File: src/rtl/fifo_drain.sv
// Read-side burst consumer for the async FIFO: pulls burst_len words with 1-cycle
// read latency and delivers them on a valid/ready stream through a 2-entry skid buffer.
module fifo_drain #(
   parameter int unsigned datasize = 32,
   parameter int unsigned lenbits  = 8
) (
   input  logic                clk_out,
   input  logic                rst,
   input  logic                start,
   input  logic [lenbits-1:0]  burst_len,
   input  logic                empty,
   input  logic [datasize-1:0] dataOut,
   input  logic                sync_flush,
   output logic                remove,
   output logic [datasize-1:0] m_data,
   output logic                m_valid,
   input  logic                m_ready,
   output logic                busy,
   output logic                done,
   output logic                aborted,
   output logic [lenbits-1:0]  count
);

   typedef enum logic [1:0] {S_IDLE, S_READ, S_DRAIN, S_DONE} state_t;

   state_t              state;
   logic [lenbits-1:0]  len;
   logic [lenbits-1:0]  issued;
   logic [datasize-1:0] skid [2];
   logic                rd_ptr;
   logic                wr_ptr;
   logic [1:0]          buf_cnt;
   logic                inflight;

   logic                xfer;
   logic [2:0]          occ;
   logic [1:0]          buf_cnt_nxt;
   logic [lenbits-1:0]  count_nxt;
   logic                drain_done;

   assign m_valid = (buf_cnt != 2'd0);
   assign m_data  = skid[rd_ptr];
   assign xfer    = m_valid && m_ready;

   // A word may be requested only if it will have a free slot when it lands.
   always_comb begin
      remove      = 1'b0;
      occ         = 3'(buf_cnt) + 3'(inflight);
      buf_cnt_nxt = buf_cnt + 2'(inflight) - 2'(xfer);
      count_nxt   = count + lenbits'(xfer);
      drain_done  = !inflight && (buf_cnt_nxt == 2'd0) && (count_nxt == len);
      if (state == S_READ && !sync_flush && !empty && (issued < len) &&
          (occ < (3'd2 + 3'(xfer))))
         remove = 1'b1;
   end

   always_ff @(posedge clk_out) begin
      if (rst) begin
         state    <= S_IDLE;
         len      <= '0;
         issued   <= '0;
         skid[0]  <= '0;
         skid[1]  <= '0;
         rd_ptr   <= 1'b0;
         wr_ptr   <= 1'b0;
         buf_cnt  <= 2'd0;
         inflight <= 1'b0;
         busy     <= 1'b0;
         done     <= 1'b0;
         aborted  <= 1'b0;
         count    <= '0;
      end else begin
         done     <= 1'b0;
         aborted  <= 1'b0;
         inflight <= remove;
         buf_cnt  <= buf_cnt_nxt;
         count    <= count_nxt;
         if (inflight) begin
            skid[wr_ptr] <= dataOut;
            wr_ptr       <= ~wr_ptr;
         end
         if (xfer)
            rd_ptr <= ~rd_ptr;
         if (remove)
            issued <= issued + lenbits'(1);
         // Flush discards buffered and in-flight words in every state.
         if (sync_flush) begin
            buf_cnt  <= 2'd0;
            inflight <= 1'b0;
            rd_ptr   <= 1'b0;
            wr_ptr   <= 1'b0;
         end
         case (state)
            S_IDLE: begin
               if (start && !sync_flush) begin
                  len    <= burst_len;
                  issued <= '0;
                  count  <= '0;
                  busy   <= 1'b1;
                  if (burst_len == '0) begin
                     state <= S_DONE;
                     done  <= 1'b1;
                  end else begin
                     state <= S_READ;
                  end
               end
            end
            S_READ: begin
               if (sync_flush) begin
                  state   <= S_IDLE;
                  busy    <= 1'b0;
                  aborted <= 1'b1;
               end else if (remove && ((issued + lenbits'(1)) == len)) begin
                  state <= S_DRAIN;
               end
            end
            S_DRAIN: begin
               if (sync_flush) begin
                  state   <= S_IDLE;
                  busy    <= 1'b0;
                  aborted <= 1'b1;
               end else if (drain_done) begin
                  // Leaves on the edge of the final transfer so done follows it directly.
                  state <= S_DONE;
                  done  <= 1'b1;
               end
            end
            S_DONE: begin
               state <= S_IDLE;
               busy  <= 1'b0;
            end
            default: state <= S_IDLE;
         endcase
      end
   end

endmodule

File: config.mk
export PLATFORM = sky130hd
export DESIGN_NAME = fifo_drain
export DESIGN_NICKNAME = d
export VERILOG_FILES = /design/src/rtl/fifo_drain.sv
export SDC_FILE = /design/constraint.sdc
export NUM_CORES = 1
export LEC_CHECK = 0
export ABC_AREA = 1
export CAP_MARGIN = 20
export CORE_UTILIZATION = 35
export CTS_CLUSTER_SIZE = 25
export DETAILED_ROUTE_END_ITERATION = 8
export DONT_BUFFER_PORTS = 1
export PLACE_DENSITY = 0.62
export REMOVE_ABC_BUFFERS = 1
export SLEW_MARGIN = 10
export SYNTH_ARGS = -nofsm -noshare
export SYNTH_HDL_FRONTEND = slang
export SYNTH_SLANG_ARGS = --single-unit
export TNS_END_PERCENT = 30
File: constraint.sdc
create_clock -name clk_out -period 2.5 [get_ports clk_out]
set_clock_uncertainty 0.05 [all_clocks]
set_input_delay 0.375 -clock clk_out [delete_from_list [all_inputs] [get_ports clk_out]]
set_output_delay 0.375 -clock clk_out [all_outputs]
set_load 0.02 [all_outputs]
# Yosys cells after proc, flatten, opt, wreduce, memory -nomap -nowiden
# Memories as Yosys holds them, arrays and structs flattened. A register that Yosys moved wholly into a read port is not among the register bits.
# Cells that the tools add are included.
# totals
reg_bits,34
ramBits,64
inputBits,46
output_inout_bits,45
wordCells,87
mem_count,1
# mem_list
name,depth,word_bits,rd,rd_clocked_by_memory_dff,wr,line_no,source
skid,2,32,1,1,2,29,logic [datasize-1:0] skid [2];
# op_classes
add_sub_neg,6
order_cmp,2
n_eq_ne,9
muxes,32
bitwise,3
n_reduce_logical,23
# ops
op,n
$mux 8,5
$mux 32,1
$reduce_or 32->1,1
$mux 1,17
$eq 8x8->1,2
$mux 2,6
$logic_and 1x1->1,9
$add 8x1->8,1
$add 8x1->8 const B,1
$logic_not 8->1,1
$lt 8x8->1,1
$pmux 2 s4,1
$reduce_or 2->1,3
$eq 2x2->1 const B,2
$logic_not 2->1,2
$reduce_and 2->1,2
$add 2x1->3,1
$add 2x1->3 const A,1
$logic_not 1->1,3
$lt 3x3->1,1
$ne 3x2->1 const B,1
$ne 3x3->1 const B,1
$not 1->1,3
$pmux 1 s3,1
other kinds (8),8

# Longest topological paths before layout
# Gate-level depths: netlist of run 1.
# depth
depth_word,10
ltp_mapped,19
mapped_depth_nobuf,19

# Least setup slack after synthesis of run 1
# Ideal clock, no wire load.
# synth_timing
path_type,register to register
start,reg buf_cnt[1]
end,reg state[1]
setup_ns,0.113
arrival_time_ns,2.241
required_time_ns,2.337
slack_ns,0.096
stages_incl_launch_ff,17
path_buffers,0
period_less_slack_ns,2.404
path_cell_list,dfxtp_1 > or2_2 > nand2_1 > inv_1 > ha_1 > inv_1 > ha_1 > nor2_1 > o21ai_0 > nor2_1 > nand3_1 > nor2_1 > nand3_2 > a21oi_2 > nand2_2 > nor2_1 > nor2_1
# synth_via
elab_cells_between_ends,18
classes_between,add/sub: 5; order compare: 1; eq/ne: 3; mux: 1; reduce/logical: 8
# synth_rtl
item,line_no,source
"start, declared",32,logic [1:0] buf_cnt;
"start signal, assigned",76,buf_cnt <= buf_cnt_nxt;
$reduce_bool 2->1,41,assign m_valid = (buf_cnt != 2'd0);
via m_valid,16,"output logic m_valid,"
$logic_and 1x1->1,43,assign xfer = m_valid && m_ready;
$sub 2x1->2,49,buf_cnt_nxt = buf_cnt + 2'(inflight) - 2'(xfer);
via buf_cnt_nxt[0],37,logic [1:0] buf_cnt_nxt;
$logic_not 2->1,51,drain_done = !inflight && (buf_cnt_nxt == 2'd0) && (count_nxt == len);
$logic_and 1x1->1 (2 in a row),51,
$ne 3x3->1 (no source line),n/a,
$reduce_and 3->1 (no source line),n/a,
"end signal, assigned",59,state <= S_IDLE;
"end signal, assigned",101,state <= S_DONE;
"end signal, assigned",104,state <= S_READ;
"end, declared",26,state_t state;
# The timed path passes the listed nets, and every way through them passes these cells.
# A chain may end at the register's enable or synchronous reset.

# Worst setup path after layout of run 1
# layout_timing
start,reg buf_cnt[0]
end,reg state[0]
# layout_via
elab_chain_cells,9
elab_cells_between_ends,18
classes_between,add/sub: 5; order compare: 1; eq/ne: 3; mux: 1; reduce/logical: 8
# layout_lines
item,line_no,source
branches (longest 8 deep; another with $add 8x1->8),n/a,
$reduce_and 3->1 (no source line) *,n/a,
"end signal, assigned",59,
"end signal, assigned",114,state <= S_DRAIN;
"end signal, assigned",119,state <= S_IDLE;
# Mark *: on every way between the ends.

==> results.md, run 1 <==
* Status: complete, no violations
* Largest net degree at the start of global routing at 33
* CTS clk-pin slew, worst paths at ~0.070 ns
* Post-synthesis cell count at 533
* Final WL at 10900 um
* Clock root cell: clkbuf_16
* Final HPWL DP at around 7600 um
* Metal1 wirelength at around 5000 um
* Remaining antenna violation count at 0
* Core area at 0.0135 mm^2
* Slowest stage delay, CP at 0.36 ns
* Max IR drop VDD at roughly 0.4 mV
* Critical Path RT at around 2.7 ns
* Area delta synth->final at 14.0%
* Crit-path most repeated cell: nand2_1
* First DRT Iteration DRCs at 190
* H-tree Lvls at 3
* Hold Path Origin: rst
* Worst setup path startpoint: buf_cnt[0]$_SDFF_PP0_
* Worst setup SP type: flip-flop
* Period utilization at 0.982
* Final setup viols at 0
* CP cell instances: or2_4 > nand2_4 > inv_4 > ha_1 > ha_1 > nand2_2 > nor2_1 > nand2_1 > nand3_1 > nand2_1 > nand2_1 > nor2_2 > nand3_2 > a21oi_2 > nand2_2 > nand2_1 > nand2_1 > nor2_2
* Final routed DRC violation total at 0
* Synth Area in Adders at 0.0485
* Most frequent cells in the layout: nor2_1, inv_1, nand2_1, edfxtp_1
* Compound-Gate Fraction of Synth Area at 0.0628
* I/O Buffers at 0
* Clock latency on the worst-skew pair at 0.35 ns
* HP Class: in -> reg
* EDFF count, synth at 64
* Ant diodes at 0
* CTS buffer count at 9
* Post-synthesis mux area share at 0.0755
* Routability Congestion at 0.865
* First-pass GRT wire length at 17300 um
* Sequential area share after synthesis at 0.535
* Final cell count without fillers at 729
* Max-cap violations at 0
* Initial antenna violation count at 0
* Die Ht at ~120 um
* Drt via density at 4.91
* YS warnings at 0
* Worst Reg2Reg Path Length in Cells at 18
* Fraction of layout cells with a size suffix above 1 at 0.174
* Io pins at 91
* Synth top area share at 0.392
* Area occupied by multi-input gates at 0.00196 mm^2
* Rel. slew slack at 0.660
* Netlist area before placement at 0.00490 mm^2
* Most used DFF post-synth: edfxtp_1
* XOR/XNOR share of the synthesized area at 0.00638
* Simple-Gate Fraction of Synth Area at 0.195
* Reg area at 0.00263 mm^2
* Initial core utilization at 0.364
* Setup slack at placement at -0.0419 ns
* Final Max Tran Viols at 0
* Largest family of logic cells by synthesized area: simple AND/OR/NAND/NOR gates
* Pleak at 2.41 nW
* Worst slew pin tran at 0.509 ns
* Ys async rst share at 0
* Grt ovf at 0
* Family with the most delay on the worst path: simple AND/OR/NAND/NOR gates
* RSZ-0062 raised after global routing: true
* Layout Nets at 613
* WL met2 at 4960 um
* Final hold violations at 0
* Sink Count at between 90 and 100
* Most common cell after layout, fill and taps aside: nor2_1
* Synthesized area per cell at around 9.2 um^2
* WP buf/inv at 1
* Synthesis-stage register bit count at 99
* Worst Setup Path Type: reg -> reg
* CP max-delay cell: dfxtp_4
* Inst Count DP at 712
* Data arrival time of the critical path at around 2.7 ns
* Max Fclk at 407 MHz
* Largest cells by area after synthesis: edfxtp_1, dfxtp_1, nor2_1, mux2_2, inv_1
* Post-synth top area cell: edfxtp_1
* Site Rows at 42
* Die Footprint at 0.0145 mm^2
* Fillers at between 1000 and 1500
* Post-synthesis cell type count at 33
* Hold Crit Depth at 1
* Met3 wire length at just under 800 um
* TritonCTS clock tree: done
* Final setup margin at 0.0451 ns
* Drt pass-1 iters at 7
* Vias in the first global route at between 3000 and 4000
* PwrDens at approximately 750 mW/mm^2
* Hold Slack at between 0.03 and 0.04 ns
* Die Wd at roughly 120 um
* Minimum clock period at 2.45 ns
* Crit. End Element: flip-flop
* WL per Instance at roughly 15 um
* Total number of vias at between 3000 and 4000
* Crit Path Max Fanout at 4
* Total GRT Usage at 0.155
* Uppermost layer routed: met4
* Cell count along the critical path at 18
* Maximum buffer depth of the clock tree at 2
* Crit Reg-Reg Startpoint: buf_cnt[0]$_SDFF_PP0_
through the flow:
step | power, mW | TNS, ns | area, um^2 | util
after floorplan | 2.48 | -4.31 | 4840 | -
after global placement | 2.65 | 0 | 5190 | 0.386
after detailed placement | 2.68 | -0.0460 | 5190 | 0.386
after CTS | 4.24 | -0.00453 | 5530 | 0.411
after global routing | 4.44 | -0.157 | 5590 | 0.416
final | 4.22 | 0 | 5590 | 0.416
registers in the layout (all words and copies together), names as in the netlist, named ones only:
| register | count |
|---|---|
| aborted | 1 |
| buf_cnt | 2 |
| busy | 1 |
| count | 8 |
| done | 1 |
| inflight | 1 |
| issued | 8 |
| len | 8 |
| rd_ptr | 1 |
| skid | 64 |
| state | 2 |
| wr_ptr | 1 |
area by class of cell:
class	instances	area share
tap	176	0.0394
multi-input combinational	336	0.350
sequential	99	0.470
timing repair buffer	18	0.0242
inverter	84	0.0568
clock inverter	7	0.0190
clock buffer	9	0.0403
path summary, 6_finish.rpt:
path         slack, ns                     to
max               0.05  state[0]$_SDFFE_PP0P_
min               0.04      busy$_SDFFE_PP0P_
max reg2reg       0.05  state[0]$_SDFFE_PP0P_
min reg2reg       0.41              flip-flop
report_power, final:
group	internal [mW]	total, mW	leakage, nW	switching [mW]
registers	1.85	1.93	0.947	0.0879
logic	0.280	0.751	1.31	0.471
clock network	0.894	1.53	0.156	0.640
total	3.02	4.22	2.41	1.20
layer usage:
layer | up-vias | global-route usage
li1 | 1770 | -
met1 | 1661 | 0.187
met2 | 130 | 0.260
met3 | 19 | 0.0392
met4 | 0 | 0.0718
met5 | - | 0
cell usage after synthesis, types with 2 or more instances:
| cell | n |
|---|---|
| a21oi_1 | 28 |
| and2_1 | 2 |
| buf_1 | 3 |
| clkbuf_1 | 9 |
| dfxtp_1 | 35 |
| edfxtp_1 | 64 |
| ha_1 | 19 |
| inv_1 | 84 |
| mux2_2 | 32 |
| nand2_1 | 77 |
| nand2_2 | 3 |
| nand3_1 | 26 |
| nand3_2 | 5 |
| nand4_1 | 2 |
| nor2_1 | 100 |
| nor2_2 | 5 |
| nor4_1 | 2 |
| o21ai_0 | 20 |
| o21bai_1 | 3 |
cells by family (layout without fill, tap and decap cells):
| family | count (synthesis) | in the layout |
|---|---|---|
| AND/OR/NAND/NOR | 225 | 225 |
| flip-flops | 99 | 99 |
| buffers and inverters | 98 | 118 |
| AO/OA/AOI/OAI | 57 | 57 |
| multiplexers | 33 | 33 |
| adder cells (fa/ha/maj) | 19 | 19 |
| XOR/XNOR | 2 | 2 |
what timing repair did:
item,in CTS,in global routing
pin swaps,0,11
endpoints found under the setup margin,3,3
resized for setup,5,16
setup buffers,0,1
hold buffers,0,0
(Power assumes the default switching activity.)
==> run 2, diff against run 1 <==
--- a/config.mk
+++ b/config.mk
@@ -5,7 +5,6 @@
 export SDC_FILE = /design/constraint.sdc
 export NUM_CORES = 1
 export LEC_CHECK = 0
-export ABC_AREA = 1
 export CAP_MARGIN = 20
 export CORE_UTILIZATION = 35
 export CTS_CLUSTER_SIZE = 25
==> constraint.sdc (replaced) <==
create_clock -name clk_out -period 2 [get_ports clk_out]
set_clock_uncertainty 0.05 [all_clocks]
set_input_delay 0.3 -clock clk_out [delete_from_list [all_inputs] [get_ports clk_out]]
set_output_delay 0.3 -clock clk_out [all_outputs]
set_load 0.02 [all_outputs]
==> run 2 against run 1 <==
- the flow now finishes with violations (setup timing)
- sequential power increased by 18%
- fmax grew 4.5%
- highest routed layer unchanged
- non-clock buffer count grew 59
- via count is 7.0% lower
- total power is 7.0% higher
- critical path type unchanged
- global-route usage grew 0.91 points
==> results.md, run 2 <==
* Status: finished with violations (was complete, no violations)
* Failing checks: setup timing
* Netlist area before placement at 0.00489 mm^2 (was 0.00490 mm^2)
* CTS clk-pin slew, worst paths at 0.07 ns (about the same)
* Critical Path RT at 2.22 ns (was 2.73 ns)
* Die Ht at 120 um (about the same)
* Layout Nets at 563 (was 613)
* PwrDens at 721 mW/mm^2 (was 755 mW/mm^2)
* Drt via density at 4.90 (was 4.91)
* Drt pass-1 iters at 4 (was 7)
* Core area at 0.0135 mm^2 (unchanged)
* Most used DFF post-synth: edfxtp_1 (unchanged)
* CP cell instances: o21ai_4 > inv_2 > ha_4 > inv_2 > ha_4 > xor2_1 > xnor2_1 > nand3_1 > nor3_2 > and4_4 > o22a_2 > mux2i_1 (was or2_4 > nand2_4 > inv_4 > ha_1 > ha_1 > nand2_2 > nor2_1 > nand2_1 > nand3_1 > nand2_1 > nand2_1 > nor2_2 > nand3_2 > a21oi_2 > nand2_2 > nand2_1 > nand2_1 > nor2_2)
* Ant diodes at 0 (unchanged)
* Hold Slack at 0.0207 ns (was 0.0372 ns)
* Worst slew pin tran at 0.455 ns (was 0.509 ns)
* Tot Pwr at 4.51 mW (was 4.22 mW)
* Initial antenna violation count at 0 (unchanged)
* Sink Count at 99 (unchanged)
* Period utilization at 1.17 (was 0.982)
* Slowest stage delay, CP at 0.33 ns (was 0.36 ns)
* Core Util, Final at 0.465 (was 0.416)
* EDFF count, synth at 64 (unchanged)
* CTS buffer count at 9 (unchanged)
* Clock root cell: clkbuf_16 (unchanged)
* Grt ovf at 0 (unchanged)
* Max reg flops at 64 (unchanged)
* H-tree Lvls at 3 (unchanged)
* Synthesis-stage register bit count at 99 (unchanged)
* Fraction of layout cells with a size suffix above 1 at 0.364 (was 0.174)
* Inst Count DP at 651 (was 712)
* YS warnings at 0 (unchanged)
* Pleak at 2.45 nW (was 2.41 nW)
* Final WL at 11300 um (was 10900 um)
* WL per Instance at 16.6 um (was 14.9 um)
* Worst Setup EP: state[1]$_SDFFE_PP0P_ (was state[0]$_SDFFE_PP0P_)
* Die Footprint at 0.0145 mm^2 (about the same)
* Final Cell Area at 0.00626 mm^2 (was 0.00559 mm^2)
* HP Class: in -> reg (unchanged)
* Ys async rst share at 0 (unchanged)
* Hold Path Origin: sync_flush (was rst)
* Area delta synth->final at 28.0% (was 14.0%)
* Setup slack at placement at -0.510 ns (was -0.0419 ns)
* RSZ-0062 raised after global routing: true (unchanged)
* Minimum clock period at 2.35 ns (was 2.45 ns)
* R2r setup slk at -0.35 ns (was 0.05 ns)
* Largest cells by area after synthesis: edfxtp_1, dfxtp_1, and2_1, mux2_2, ha_1 (was edfxtp_1, dfxtp_1, nor2_1, mux2_2, inv_1)
* Routability Congestion at 0.852 (was 0.865)
* Post-synthesis cell type count at 51 (was 33)
* Rel. slew slack at 0.696 (was 0.660)
* Worst Reg2Reg Path Length in Cells at 12 (was 18)
* Crit. End Element: flip-flop (unchanged)
* Final setup margin at -0.348 ns (was 0.0451 ns)
* Final Max Tran Viols at 0 (unchanged)
* Final hold violations at 0 (unchanged)
* Clock latency on the worst-skew pair at 0.35 ns (about the same)
* Io pins at 91 (unchanged)
* Worst setup SP type: flip-flop (unchanged)
* Max IR drop VDD at 0.497 mV (was 0.395 mV)
* Synth top area share at 0.393 (was 0.392)
* First-pass GRT wire length at 18000 um (was 17300 um)
* R2R Path End: state[1]$_SDFFE_PP0P_ (was state[0]$_SDFFE_PP0P_)
* Worst setup path startpoint: buf_cnt[0]$_SDFF_PP0_ (unchanged)
* Worst Setup Path Type: reg -> reg (unchanged)
* Crit Path Max Fanout at 3 (was 4)
* Total GRT Usage at 0.164 (was 0.155)
* Vias in the first global route at 3498 (was 3527)
* Final setup viols at 13 (was 0)
* Initial core utilization at 0.364 (about the same)
* Final cell count without fillers at 679 (was 729)
* First DRT Iteration DRCs at 118 (was 190)
* Post-synthesis cell count at 432 (was 533)
* Post-synth top area cell: edfxtp_1 (unchanged)
* Total number of vias at 3330 (was 3580)
* Reg with most FFs: skid (unchanged)
* Crit Reg-Reg Startpoint: buf_cnt[0]$_SDFF_PP0_ (unchanged)
* Site Rows at 42 (unchanged)
* Fillers at 1271 (was 1321)
* Remaining antenna violation count at 0 (unchanged)
* Final routed DRC violation total at 0 (unchanged)
* Data arrival time of the critical path at 2.57 ns (was 2.69 ns)
* I/O Buffers at 0 (unchanged)
* TritonCTS clock tree: done (unchanged)
* Maximum buffer depth of the clock tree at 2 (unchanged)
* CP max-delay cell: dfxtp_2 (was dfxtp_4)
* Sequential area share after synthesis at 0.536 (was 0.535)
* Largest net degree at the start of global routing at 33 (unchanged)
* Area post-placement at 0.00553 mm^2 (was 0.00519 mm^2)
* Total negative slack at -2.04 ns (was 0 ns)
* Final HPWL DP at 7650 um (was 7640 um)
* Most frequent cell after synthesis: and2_1 (was nor2_1)
* Die Wd at 120 um (about the same)
* Max-cap violations at 0 (unchanged)
* Most frequent cells in the layout: and2_1, edfxtp_1, buf_4, nor2_1, mux2_2 (was nor2_1, inv_1, nand2_1, edfxtp_1)
* Most common library cells after synthesis: and2_1, edfxtp_1, dfxtp_1 (was nor2_1, inv_1, nand2_1)
* Synthesized area per cell at 11.3 um^2 (was 9.20 um^2)
* Max Fclk at 426 MHz (was 407 MHz)
==> run 2: worst min-delay path by stage <==
stage	endpoint	cells after the start
CTS	aborted$_SDFF_PP0_	2
detailed placement	len[4]$_SDFFE_PP0P_	1
finish	aborted$_SDFF_PP0_	2
global route	aborted$_SDFF_PP0_	2
floorplan	len[0]$_SDFFE_PP0P_	1
global placement	len[7]$_SDFFE_PP0P_	1
==> run 2: worst max-delay path: cells and delay by family (launching register included) <==
family                   cells  cell delay, ns
AO/OA/AOI/OAI                2            0.30
XOR/XNOR                     2            0.34
adder cells (fa/ha/maj)      2            0.41
multiplexers                 1            0.20
flip-flops                   1            0.33
buffers and inverters        2            0.12
AND/OR/NAND/NOR              3            0.50
==> run 2: power by group <==
group / internal, mW / switching (mW) / total, mW
sequential: 2.24 / 0.0337 / 2.27
clock: 0.989 / 0.800 / 1.79
combinational: 0.207 / 0.248 / 0.455
==> run 2: logic make-up after synthesis <==
kind of cell | share of synthesized area
and+or+nand+nor | 0.186
DFF | 0.536
AOI/OAI and AO/OA | 0.0537
muxes | 0.0798
adders and majority gates | 0.0486
buffers and inverters | 0.0430
xor gates and xnor gates | 0.0534
==> run 2: cell type report <==
class                   instances  area (um^2)  share of cell area
repair buffers                 77          686               0.109
flip-flops and latches         99         2630               0.420
clock inverters                 7         85.1              0.0136
well taps                     176          220              0.0352
clock buffers                   9          225              0.0360
multi-input cells             291         2340               0.373
inverters                      20         77.6              0.0124
==> run 2: per-layer routing <==
layer,wire length [um],GRT usage,up-vias
li1,-,-,1620
met1,4530,0.180,1594
met2,5710,0.289,97
met3,848,0.0665,19
met4,193,0.0525,0
met5,0,0,-
==> run 2: timing repair <==
| action | 4_1_cts | 5_1_grt |
|---|---|---|
| hold buffers | 1 | 0 |
| resized for setup | 41 | 29 |
| endpoints found under the setup margin | 11 | 12 |
| hold endpoints to repair | 10 | 0 |
| buffers inserted | 8 | 2 |
| pin swaps | 18 | 18 |
| gates cloned | 0 | 1 |
